### src/rtl/fc_update_scheduler.sv
`default_nettype none
// ============================================================================
// Module   : fc_update_scheduler
// Purpose  : VC0 credit-return counters and UpdateFC DLLP request scheduler.
//            Build option FC_INFINITE_CPL_EN: completion credits are infinite.
// Revision : 1.0 - initial release
// ============================================================================
module fc_update_scheduler #(
    parameter int HDR_CW       = 8,
    parameter int DATA_CW      = 12,
    parameter int INIT_HDR     = 16,
    parameter int INIT_DATA    = 16,
    parameter int HDR_THRESH   = 4,
    parameter int DATA_THRESH  = 8,
    parameter int TIMER_CYCLES = 1024
) (
    input  logic               clk,
    input  logic               rst_n,
    input  logic               ph_rel_i,
    input  logic               pd_rel_i,
    input  logic               nph_rel_i,
    input  logic               npd_rel_i,
    input  logic               ch_rel_i,
    input  logic               cd_rel_i,
    output logic               dllp_valid_o,
    input  logic               dllp_ready_i,
    output logic [1:0]         dllp_type_o,
    output logic [HDR_CW-1:0]  dllp_hdr_fc_o,
    output logic [DATA_CW-1:0] dllp_data_fc_o,
    output logic [2:0]         pending_o
);

`ifdef FC_INFINITE_CPL_EN
    localparam int NCLS = 2;
`else
    localparam int NCLS = 3;
`endif
    localparam int TW = (TIMER_CYCLES > 1) ? $clog2(TIMER_CYCLES) : 1;

    typedef enum logic [0:0] {
        IDLE = 1'b0,
        SEND = 1'b1
    } state_t;

    state_t             state_q;
    logic [HDR_CW-1:0]  alloc_h_q [3];
    logic [HDR_CW-1:0]  adv_h_q   [3];
    logic [HDR_CW-1:0]  dh        [3];
    logic [DATA_CW-1:0] alloc_d_q [3];
    logic [DATA_CW-1:0] adv_d_q   [3];
    logic [DATA_CW-1:0] dd        [3];
    logic [2:0]         rel_h;
    logic [2:0]         rel_d;
    logic [TW-1:0]      timer_q;
    logic [TW-1:0]      timer_d;
    logic [2:0]         tflag_q;
    logic [2:0]         tflag_d;
    logic [2:0]         pending_q;
    logic [2:0]         pending_d;
    logic [3:0]         pend_ext;
    logic [1:0]         rr_q;
    logic [1:0]         rr_next;
    logic [1:0]         pick;
    logic [1:0]         cand;
    logic [2:0]         cand_sum;
    logic               pick_vld;
    logic               accept;
    logic               wrap;

`ifdef FC_INFINITE_CPL_EN
    logic unused_cpl_rel;
    assign unused_cpl_rel = ch_rel_i | cd_rel_i;
    assign rel_h = {1'b0, nph_rel_i, ph_rel_i};
    assign rel_d = {1'b0, npd_rel_i, pd_rel_i};
`else
    assign rel_h = {ch_rel_i, nph_rel_i, ph_rel_i};
    assign rel_d = {cd_rel_i, npd_rel_i, pd_rel_i};
`endif

    assign pending_o = pending_q;
    assign pend_ext  = {1'b0, pending_q};

    // Pending sees the post-acceptance timer flag so a refresh is not re-issued.
    always_comb begin
        accept  = (state_q == SEND) && dllp_ready_i;
        wrap    = (timer_q == TW'(TIMER_CYCLES - 1));
        timer_d = wrap ? '0 : timer_q + TW'(1);
        for (int c = 0; c < 3; c++) begin
            dh[c]        = alloc_h_q[c] - adv_h_q[c];
            dd[c]        = alloc_d_q[c] - adv_d_q[c];
            tflag_d[c]   = wrap | (tflag_q[c] & ~(accept && (dllp_type_o == 2'(c))));
            pending_d[c] = (dh[c] >= HDR_CW'(HDR_THRESH)) |
                           (dd[c] >= DATA_CW'(DATA_THRESH)) | tflag_d[c];
        end
`ifdef FC_INFINITE_CPL_EN
        tflag_d[2]   = 1'b0;
        pending_d[2] = 1'b0;
`endif
    end

    // Descending scan: the candidate closest to the rr pointer is written last.
    always_comb begin
        pick     = rr_q;
        pick_vld = 1'b0;
        cand_sum = '0;
        cand     = '0;
        for (int k = NCLS - 1; k >= 0; k--) begin
            cand_sum = {1'b0, rr_q} + 3'(k);
            cand     = (cand_sum >= 3'(NCLS)) ? 2'(cand_sum - 3'(NCLS)) : cand_sum[1:0];
            if (pend_ext[cand]) begin
                pick     = cand;
                pick_vld = 1'b1;
            end
        end
        rr_next = (dllp_type_o == 2'(NCLS - 1)) ? 2'd0 : dllp_type_o + 2'd1;
    end

    always_ff @(posedge clk or negedge rst_n) begin
        if (!rst_n) begin
            for (int c = 0; c < 3; c++) begin
                alloc_h_q[c] <= HDR_CW'(INIT_HDR);
                alloc_d_q[c] <= DATA_CW'(INIT_DATA);
            end
            timer_q   <= '0;
            tflag_q   <= '0;
            pending_q <= '0;
        end else begin
            for (int c = 0; c < 3; c++) begin
                alloc_h_q[c] <= alloc_h_q[c] + HDR_CW'(rel_h[c]);
                alloc_d_q[c] <= alloc_d_q[c] + DATA_CW'(rel_d[c]);
            end
            timer_q   <= timer_d;
            tflag_q   <= tflag_d;
            pending_q <= pending_d;
        end
    end

    always_ff @(posedge clk or negedge rst_n) begin
        if (!rst_n) begin
            state_q        <= IDLE;
            rr_q           <= 2'd0;
            dllp_valid_o   <= 1'b0;
            dllp_type_o    <= 2'd0;
            dllp_hdr_fc_o  <= '0;
            dllp_data_fc_o <= '0;
            for (int c = 0; c < 3; c++) begin
                adv_h_q[c] <= HDR_CW'(INIT_HDR);
                adv_d_q[c] <= DATA_CW'(INIT_DATA);
            end
        end else begin
            case (state_q)
                IDLE: begin
                    if (pick_vld) begin
                        dllp_type_o    <= pick;
                        dllp_hdr_fc_o  <= alloc_h_q[pick];
                        dllp_data_fc_o <= alloc_d_q[pick];
                        adv_h_q[pick]  <= alloc_h_q[pick];
                        adv_d_q[pick]  <= alloc_d_q[pick];
                        dllp_valid_o   <= 1'b1;
                        state_q        <= SEND;
                    end
                end
                SEND: begin
                    if (dllp_ready_i) begin
                        dllp_valid_o <= 1'b0;
                        rr_q         <= rr_next;
                        state_q      <= IDLE;
                    end
                end
                default: state_q <= IDLE;
            endcase
        end
    end

endmodule
`default_nettype wire

### config.mk
export PLATFORM = sky130hd
export DESIGN_NAME = fc_update_scheduler
export DESIGN_NICKNAME = d
export VERILOG_FILES = /design/src/rtl/fc_update_scheduler.sv
export SDC_FILE = /design/constraint.sdc
export NUM_CORES = 1
export LEC_CHECK = 0
export BUFFER_PORTS_ARGS = -buffer_cell sky130_fd_sc_hd__buf_2
export CAP_MARGIN = 25
export CORE_MARGIN = 2
export CORE_UTILIZATION = 45
export DETAILED_ROUTE_END_ITERATION = 7
export GPL_TIMING_DRIVEN = 1
export PLACE_DENSITY = 0.69
export SETUP_SLACK_MARGIN = 0.05
export SLEW_MARGIN = 20
export SYNTH_ARGS = -nofsm -noshare
export SYNTH_HDL_FRONTEND = slang
export SYNTH_SLANG_ARGS = --single-unit
### constraint.sdc
create_clock -name clk -period 5.6 [get_ports clk]
set_clock_uncertainty 0.15 [all_clocks]
set_input_delay 1.68 -clock clk [delete_from_list [all_inputs] [get_ports clk]]
set_output_delay 1.68 -clock clk [all_outputs]
set_load 0.01 [all_outputs]
==> metrics.md, run 1 <==
| Metric | Value |
|---|---|
| Non-Filler Cell Area, Final | 0.0105 mm2 |
| DR vias/cell | 5.50 |
| DR pass1 iterations | 5 |
| Global-route wire length before repair | 35.1 mm |
| Compound-Gate Fraction of Synth Area | 0.143 |
| Rows | 53 |
| Cell count after placement | 1237 |
| Total Power | 6.49 mW |
| Post-Syn Area | 0.00948 mm2 |
| Setup WS pre-CTS | 2.14 ns |
| PortBufs | 34 |
| Gpl congestion | 0.878 |
| DR WL/cell | 16.5 um |
| Core Box Area | 0.0208 mm2 |
| Placed Instance Area | 0.00995 mm2 |
| Hold slack | 0.333 ns |
| Io pins | 35 |
| Seq/Total Area, Yosys | 0.429 |
| Synth Area in XOR/XNOR | 0.0656 |
| Pwr per Cell Area | 616 mW/mm2 |
| Synth cell types | 73 |
| # setup viols final | 0 |
| Synth Area in Adders | 0.105 |
| Total of max-cap violations | 0 |
| Post-Route Utilization | 0.506 |
| Slew HR | 0.378 |
| Setup WS post-layout | 2.11 ns |
| Min Tclk post-route | 3.49 ns |
| Final Instance Count excl. Fillers | 1270 |
| RSZ-0062 raised after global routing | false |
| CTS tree | done |
| Crit Path Class | reg -> reg |
| Worst EP required | 5.76 ns |
| Leak | 4.97 nW |
| CP startpoint kind | flip-flop |
| Post-Synth Simple-Gate Area | 0.136 |
| Period utilization | 0.622 |
| Fraction of registers with async set/reset | 1.00 |
| CTS resizes | 0 |
| DRC Markers | 0 |
| Syn_nets | 1030 |
| Syn Area/Cell | 10.0 um2 |
| Starting Density | 0.455 |
| Hold_buf cts | 0 |
| DIE AREA | 0.0222 mm2 |
| Die W | 149 um |
| Predominant post-synthesis flop cell | dfrtp_1 |
| Diode count | 0 |
| Nets | 1066 |
| Placed wire-length estimate | 15.4 mm |
| Status | finished clean |
| Clk buf depth | 2 |
| Seq cells post-synth | 162 |
| Fin. max-slew vios | 0 |
| Worst min path class | reg -> reg |
| Fmax achieved | 287 MHz |
| TritonCTS Buffers | 17 |
| Final hold violation count | 0 |
| Share of post-route cells with drive strength above 1 | 0.107 |
| Max Fanout on Critical Path | 25 |
| Critical Path Sink Type | flip-flop |
| Worst-Skew Late Latency | 0.44 ns |
| Root buffer cell | clkbuf_16 |
| Via count | 6988 |
| Initial antenna violation count | 0 |
| Clock sink count | 162 |
| Syn Inst Count | 946 |
| Tightest Pin Transition | 0.933 ns |
| Post-CTS Setup Inserts | 0 |
| Max rail drop VDD | 0.229 mV |
| Largest family of logic cells by synthesized area | compound AO/OA/AOI/OAI gates |
| Initial DRC Count | 424 |
| Vias in the first global route | 6716 |
| Routed WL | 21.0 mm |
| GRT Total Usage | 0.200 |
| Worst Path Arrival | 3.65 ns |
| H-tree Lvls | 4 |
| Die height | 149 um |
| Clock slew at reported path FFs | 0.07 ns |
| Synth-to-Final Area Change | 11.3% |
| Post-synthesis mux area share | 0.0747 |
| Final TNS setup | 0 ns |
| ANT nets after route | 0 |
| Grt total ovfl | 0 |
| Largest net degree at the start of global routing | 101 |
| Yosys warnings | 0 |
| EDFF count, synth | 0 |
where the power goes:
group	switching (mW)	internal, mW	leakage, nW
combinational	1.89	1.46	2.66
sequential	0.423	1.57	2.03
clock	0.507	0.645	0.273
sequential cells by signal, summed over array words and instances, names as in the netlist:
| signal | flops |
|---|---|
| adv_d_q | 36 |
| adv_h_q | 24 |
| alloc_d_q | 36 |
| alloc_h_q | 24 |
| dllp_data_fc_o | 12 |
| dllp_hdr_fc_o | 8 |
| dllp_type_o | 2 |
| dllp_valid_o | 1 |
| pending_o | 3 |
| rr_q | 2 |
| state_q | 1 |
| tflag_q | 3 |
| timer_q | 10 |
synth_stat cells (all sizes together), types with 9 or more instances:
cell type  number  share of area
nor2b          14         0.0092
buf            15         0.0090
a21oi          38          0.020
nand2          72          0.029
and3            9         0.0065
a21o           10         0.0079
mux2i          28          0.030
nand3          28          0.015
nor3           12         0.0063
dfstp          12          0.033
a22oi          13          0.010
o21ai          63          0.033
nor2           59          0.023
o211ai         16          0.013
xor2           29          0.027
mux2           38          0.045
nand4           9         0.0059
inv            85          0.034
nor4            9         0.0066
clkbuf          9         0.0036
xnor2          42          0.039
nand2b         15         0.0099
ha             69          0.091
dfrtp         150           0.40
layer usage:
metal / track usage / vias to the layer above / part of all wire
li1: - / 3423 / -
met1: 0.281 / 3413 / 0.48
met2: 0.316 / 125 / 0.47
met3: 0.0358 / 27 / 0.035
met4: 0.0643 / 0 / 0.019
met5: 0 / - / 0
cell families after synthesis:
group,count (synthesis)
fa+ha+maj,76
compound gates,205
flops,162
buf+inv,109
xor+xnor,71
mux,66
simple gates,257
layout make-up:
type | instances | area, um2
Timing Repair Buffer | 41 | 249
Inverter | 85 | 319
Sequential cell | 162 | 4070
Clock inverter | 12 | 123
Multi-Input combinational cell | 675 | 4980
Clock buffer | 20 | 457
Fill cell | 1897 | 10300
Tap cell | 275 | 344
path summary, 6_finish.rpt:
kind / slack [ns] / startpoint / endpoint / depth (start not counted)
worst max register to register: 2.11 / rr_q[0]$_DFFE_PN0P_ / adv_h_q[15]$_DFFE_PN0P_ / 10
max in group asynchronous: 3.18 / rst_n / adv_d_q[4]$_DFFE_PN1P_ / 2
worst min register to register: 0.33 / tflag_q[0]$_DFF_PN0_ / tflag_q[0]$_DFF_PN0_ / 1
min in group asynchronous: 1.22 / rst_n / adv_h_q[11]$_DFFE_PN0P_ / 1
worst max-delay path: 2.11 / rr_q[0]$_DFFE_PN0P_ / adv_h_q[15]$_DFFE_PN0P_ / 10
worst min-delay path: 0.33 / tflag_q[0]$_DFF_PN0_ / tflag_q[0]$_DFF_PN0_ / 1
critical path, cell delays in order (launching register included):
cell	delay [ns]
dfrtp_1	0.40
inv_1	0.06
ha_1	0.43
nor2b_1	0.20
a21oi_1	0.06
o211ai_1	0.18
o221ai_1	0.18
a21oi_4	0.14
buf_4	0.37
or2_1	0.77
mux2_2	0.41
placed cells by master (no fill, tap or decap), drive strengths merged, types with 15 or more instances in the layout:
| cell | count |
|---|---|
| nand2b | 15 |
| nand2 | 72 |
| nor2 | 59 |
| mux2i | 28 |
| mux2 | 38 |
| a21oi | 38 |
| ha | 69 |
| inv | 90 |
| o211ai | 16 |
| buf | 41 |
| xor2 | 29 |
| o21ai | 63 |
| clkbuf | 20 |
| dfrtp | 150 |
| xnor2 | 42 |
| nand3 | 28 |
Note: power is estimated with default switching activity, not from simulation.
==> run 2, diff against run 1 <==
- PLACE_DENSITY: 0.69 -> 0.71
- clock period: 5.6 -> 2.9 ns (I/O delays scaled with it)
==> metrics.md, run 2 (synthesis results as in run 1) <==
| Metric | Value |
|---|---|
| GRT Total Usage | 0.199 (-0.00142) |
| Leading cell type in the layout, fill and taps excluded | dfrtp_1 |
| Worst EP required | 3.06 ns (-2.70 ns) |
| Period utilization | 0.973 (+0.350) |
| TritonCTS Buffers | 17 (unchanged) |
| Starting Density | 0.455 (unchanged) |
| Reg2Reg Setup Slack | 0.08 ns (-2.04 ns) |
| CP startpoint kind | flip-flop |
| ANT nets after route | 0 (unchanged) |
| Setup WS pre-CTS | -0.0205 ns (-2.16 ns) |
| Clk buf depth | 2 (unchanged) |
| Via count | 7142 (+2.2%) |
| Setup WS post-layout | 0.0791 ns (-2.04 ns) |
| DR WL/cell | 16.2 um (-2.0%) |
| Initial DRC Count | 401 (-5.4%) |
| Leak | 5.14 nW (+3.4%) |
| Hold slack | 0.238 ns (-0.0954 ns) |
| Status | finished clean |
| Slew HR | 0.625 (+0.247) |
| Worst min path class | in -> async |
| Max rail drop VDD | 0.488 mV (+110%) |
| Rows | 53 (unchanged) |
| Fmax achieved | 354 MHz (+24%) |
| Critical Path Max Stage Delay | 0.45 ns (-0.32 ns) |
| Final hold violation count | 0 (unchanged) |
| Hold_buf cts | 0 (unchanged) |
| Clock slew at reported path FFs | 0.07 ns (about the same) |
| Total Power | 12.9 mW (+98%) |
| # setup viols final | 0 (unchanged) |
| Initial antenna violation count | 0 (unchanged) |
| Worst Path Arrival | 2.98 ns (-0.67 ns) |
| Gate power share | 0.553 (+0.037) |
| Vias in the first global route | 6909 (+2.9%) |
| Gpl congestion | 0.859 (-2.2%) |
| Share of post-route cells with drive strength above 1 | 0.144 (+0.0373) |
| Tightest Pin Transition | 0.557 ns (-0.376 ns) |
| Internal | 7.37 mW (+100%) |
| Grt total ovfl | 0 (unchanged) |
| Top Registers | adv_d_q x36, alloc_d_q x36 |
| Largest net degree at the start of global routing | 54 (-47%) |
| Nets | 1100 (+3.2%) |
| Pwr per Cell Area | 1190 mW/mm2 (+93%) |
| Fin. max-slew vios | 0 (unchanged) |
| Die W | 149 um (unchanged) |
| DRC Markers | 0 (unchanged) |
| Crit Path Class | reg -> reg |
| RSZ-0062 raised after global routing | true |
| Part of the power in registers | 0.282 (-0.025) |
| Core Box Area | 0.0208 mm2 (unchanged) |
| Root buffer cell | clkbuf_16 |
| DIE AREA | 0.0222 mm2 (unchanged) |
| Diode count | 0 (unchanged) |
| Die height | 149 um (unchanged) |
| Placed wire-length estimate | 15.8 mm (+2.8%) |
| Sw Pwr | 5.51 mW (+96%) |
| Commonest non-fill, non-tap cells in the layout | dfrtp_1, inv_1, nand2_1 |
| Final TNS setup | 0 ns (unchanged) |
| CTS tree | done |
| Post-CTS Setup Inserts | 0 (unchanged) |
| Post-Route Utilization | 0.522 (+0.0157) |
| Synth-to-Final Area Change | 14.7% |
| Switch share | 0.428 (-0.00624) |
| DR pass1 iterations | 5 (unchanged) |
| Critical Path Sink Type | flip-flop |
| Total of max-cap violations | 0 (unchanged) |
| Clock power frac | 0.165 (-0.012) |
| Worst-Skew Late Latency | 0.44 ns (about the same) |
| Reg2reg start | adv_h_q[0]$_DFFE_PN0P_ |
| Critical path, cell by cell | ha_1 -> fa_2 -> xnor2_1 -> a2111oi_4 -> o2111ai_1 -> nor4_2 -> nand4b_1 -> a2111oi_2 -> or4b_1 |
| Clock sink count | 162 (unchanged) |
| Fillers | 1854 (-2.3%) |
| Io pins | 35 (unchanged) |
| Global-route wire length before repair | 34.7 mm (-1.3%) |
| Min Tclk post-route | 2.82 ns (-0.665 ns) |
| FF-to-FF End | pending_o[2]$_DFF_PN0_ |
| Routed WL | 21.1 mm (+0.59%) |
| PortBufs | 34 (unchanged) |
| Worst path slowest cell | or4b_1 |
| Max Fanout on Critical Path | 2 (-92%) |
| Cells on worst reg2reg path | 9 (-1) |
| H-tree Lvls | 4 (unchanged) |
| DR vias/cell | 5.48 (-0.46%) |
## run 2: cell types whose count changed in the layout (fill, tap and decap cells not counted), moves of 2 or more
cell,before,now
buf_12,1,7
buf_4,5,34
clkinvlp_4,4,7
fa_1,6,4
fa_2,0,2
inv_8,2,0
## run 2: worst max-delay path by stage
| stage | startpoint | end | slack, ns |
|---|---|---|---|
| floorplan | alloc_h_q[0]$_DFF_PN0_ | pending_o[2]$_DFF_PN0_ | 0.09 |
| global placement | alloc_h_q[0]$_DFF_PN0_ | pending_o[2]$_DFF_PN0_ | 0.04 |
| detailed placement | adv_h_q[0]$_DFFE_PN0P_ | pending_o[2]$_DFF_PN0_ | -0.02 |
| CTS | adv_h_q[0]$_DFFE_PN0P_ | pending_o[2]$_DFF_PN0_ | 0.10 |
| global route | alloc_h_q[0]$_DFF_PN0_ | pending_o[2]$_DFF_PN0_ | -0.12 |
| finish | adv_h_q[0]$_DFFE_PN0P_ | pending_o[2]$_DFF_PN0_ | 0.08 |
## run 2: metrics by stage
stage / std cells / area, um2
after global placement: 1272 / 10300
after CTS: 1304 / 10800
after detailed placement: 1272 / 10300
after global routing: 1304 / 10900
after floorplan: 946 / 9480
final: 1304 / 10900
## run 2: per-layer routing
layer	part of all wire	vias up	track usage	wire length (um)
met1	0.47	3484	0.264	9880
met2	0.48	141	0.331	10200
met5	0	-	0	0
met4	0.016	0	0.0648	331
li1	-	3486	-	-
met3	0.034	31	0.0361	712
## run 2: worst max-delay path, delay by kind of cell (launching register included)
kind | cells | cell delay (ns)
xor gates and xnor gates | 1 | 0.17
adders and majority gates | 2 | 0.57
AOI/OAI and AO/OA | 3 | 0.64
DFF | 1 | 0.39
and+or+nand+nor | 3 | 0.77
## run 2: timing repair
item | 4_1_cts | 5_1_grt
setup endpoints to repair | 1 | 20
gates resized for setup | 1 | 8
pin swaps | 3 | 4
## run 2: power groups by stage
stage	Sequential (mW)	Clock, mW	Combinational, mW
global route	3.75	2.24	7.94
detailed placement	3.69	0	6.94
global placement	3.65	0	6.81
finish	3.64	2.13	7.12
CTS	3.65	2.16	6.99
floorplan	3.61	0	4.97
## run 2: area by class of cell
class                      instances  area, um2  share of cell area
inverter                          85        319              0.0294
timing repair buffer              75        572              0.0526
sequential                       162       4070               0.374
multi-input combinational        675       5020               0.462
tap                              275        344              0.0317
clock buffer                      18        439              0.0404
clock inverter                    14        106             0.00978
==> run 3, diff against run 2 <==
- CTS_CLUSTER_SIZE: unset -> 28
- REMOVE_ABC_BUFFERS: unset -> 1
==> metrics.md, run 3 (synthesis results as in run 1) <==
| Metric | Value |
|---|---|
| Grt total ovfl | 0 (unchanged) |
| Max rail drop VDD | 0.479 mV (-1.9%) |
| Top Registers | adv_d_q x36, alloc_d_q x36 |
| Routed WL | 21.4 mm (+1.3%) |
| ANT nets after route | 0 (unchanged) |
| Max Fanout on Critical Path | 7 (+5) |
| Worst EP required | 3.05 ns (about the same) |
| Min Tclk post-route | 2.87 ns (+0.0529 ns) |
| Worst Path Arrival | 3.02 ns (+0.04 ns) |
| Die height | 149 um (unchanged) |
| Leading cell type in the layout, fill and taps excluded | dfrtp_1 |
| Via count | 7167 (+0.35%) |
| # setup viols final | 0 (unchanged) |
| Clock slew at reported path FFs | 0.07 ns (about the same) |
| Reg2Reg Setup Slack | 0.03 ns (-0.05 ns) |
| Tightest Pin Transition | 0.523 ns (-0.0343 ns) |
| GRT Total Usage | 0.198 (-0.000893) |
| Period utilization | 0.991 (+0.0182) |
| Synth-to-Final Area Change | 15.7% |
| Pwr per Cell Area | 1200 mW/mm2 (+1.4%) |
| Leak | 5.15 nW (+0.34%) |
| RSZ-0062 raised after global routing | true |
| Root buffer cell | clkbuf_16 |
| Critical Path Sink Type | flip-flop |
| Final hold violation count | 0 (unchanged) |
| Fmax achieved | 348 MHz (-1.8%) |
| Commonest non-fill, non-tap cells in the layout | dfrtp_1, inv_1, nand2_1 |
| DIE AREA | 0.0222 mm2 (unchanged) |
| H-tree Lvls | 4 (unchanged) |
| Worst min path class | in -> async |
| Clk buf depth | 2 (unchanged) |
| Starting Density | 0.455 (unchanged) |
| Crit Path Class | reg -> reg |
| DRC Markers | 0 (unchanged) |
| Core Box Area | 0.0208 mm2 (unchanged) |
| TritonCTS Buffers | 17 (unchanged) |
| Hold_buf cts | 0 (unchanged) |
| Slew HR | 0.650 (+0.0251) |
| DR WL/cell | 16.4 um (+1.3%) |
| Rows | 53 (unchanged) |
| Total Power | 13.2 mW (+2.3%) |
| Share of post-route cells with drive strength above 1 | 0.158 (+0.0146) |
| Largest net degree at the start of global routing | 92 (+70%) |
| Vias in the first global route | 6918 (+0.13%) |
| Diode count | 0 (unchanged) |
| Die W | 149 um (unchanged) |
| CP startpoint kind | flip-flop |
| DR vias/cell | 5.50 (+0.35%) |
| Status | finished clean |
| Initial antenna violation count | 0 (unchanged) |
| Hold slack | 0.0601 ns (-0.178 ns) |
| Total of max-cap violations | 0 (unchanged) |
| Clock sink count | 162 (unchanged) |
| Placed wire-length estimate | 15.4 mm (-2.5%) |
| Initial DRC Count | 516 (+29%) |
| Nets | 1100 (unchanged) |
| Fin. max-slew vios | 0 (unchanged) |
| Io pins | 35 (unchanged) |
| Worst-Skew Late Latency | 0.43 ns (about the same) |
| PortBufs | 34 (unchanged) |
| Global-route wire length before repair | 34.9 mm (+0.84%) |
| DR pass1 iterations | 5 (unchanged) |
| CTS tree | done |
| Gpl congestion | 0.927 (+7.9%) |
## run 3: metrics by stage
stage | utilization | area (um2) | instances | setup slack [ns] | setup TNS [ns]
after detailed placement | 0.491 | 10200 | 1269 | -0.0635 | -0.0635
after global routing | 0.527 | 11000 | 1304 | -0.0265 | -0.0429
after global placement | 0.491 | 10200 | 1269 | 0.0437 | 0
final | 0.527 | 11000 | 1304 | 0.0262 | 0
after CTS | 0.519 | 10800 | 1301 | -0.00410 | -0.00410
after floorplan | - | 9360 | 922 | -1.83 | -83.91
## run 3: critical path: stages (launching register included)
cell and delay [ns]:
dfstp_2 0.51, inv_1 0.05, ha_2 0.41, o2111ai_2 0.19, a31oi_2 0.27, nand3_1 0.11
a31o_2 0.26, a2111oi_2 0.32, or4b_1 0.47
## run 3: worst paths after layout
path | start | end | cells after the start
min reg2reg | adv_d_q[26]$_DFFE_PN0P_ | adv_d_q[26]$_DFFE_PN0P_ | 1
min | rst_n | alloc_h_q[9]$_DFF_PN0_ | 1
max in group asynchronous | rst_n | alloc_d_q[28]$_DFF_PN1_ | 2
max reg2reg | adv_d_q[4]$_DFFE_PN1P_ | pending_o[2]$_DFF_PN0_ | 8
max | adv_d_q[4]$_DFFE_PN1P_ | pending_o[2]$_DFF_PN0_ | 8
min in group clk | adv_d_q[26]$_DFFE_PN0P_ | adv_d_q[26]$_DFFE_PN0P_ | 1
## run 3: where the power goes
part           switching (mW)  internal [mW]
clock network            1.00           1.21
logic                    3.99           3.31
registers               0.642           3.03
total                    5.63           7.54
## run 3: timing repair
action,in CTS,in global routing
endpoints found under the setup margin,37,40
buffers inserted,0,3
pin swaps,2,2
gates resized for setup,4,28
## run 3: layout make-up
type	count	area [um2]
clock inverter	15	148
sequential	162	4070
multi-input combinational	675	5110
clock buffer	17	425
fill	1879	9860
timing repair buffer	75	549
tap	275	344
inverter	85	319
## run 3: per-layer routing
metal	part of all wire	vias up	GRT usage	routed length (um)
met5	0	-	0	0
met4	0.025	0	0.0752	544
met3	0.030	30	0.0272	639
met2	0.48	142	0.323	10200
met1	0.47	3505	0.269	9990
li1	-	3490	-	-
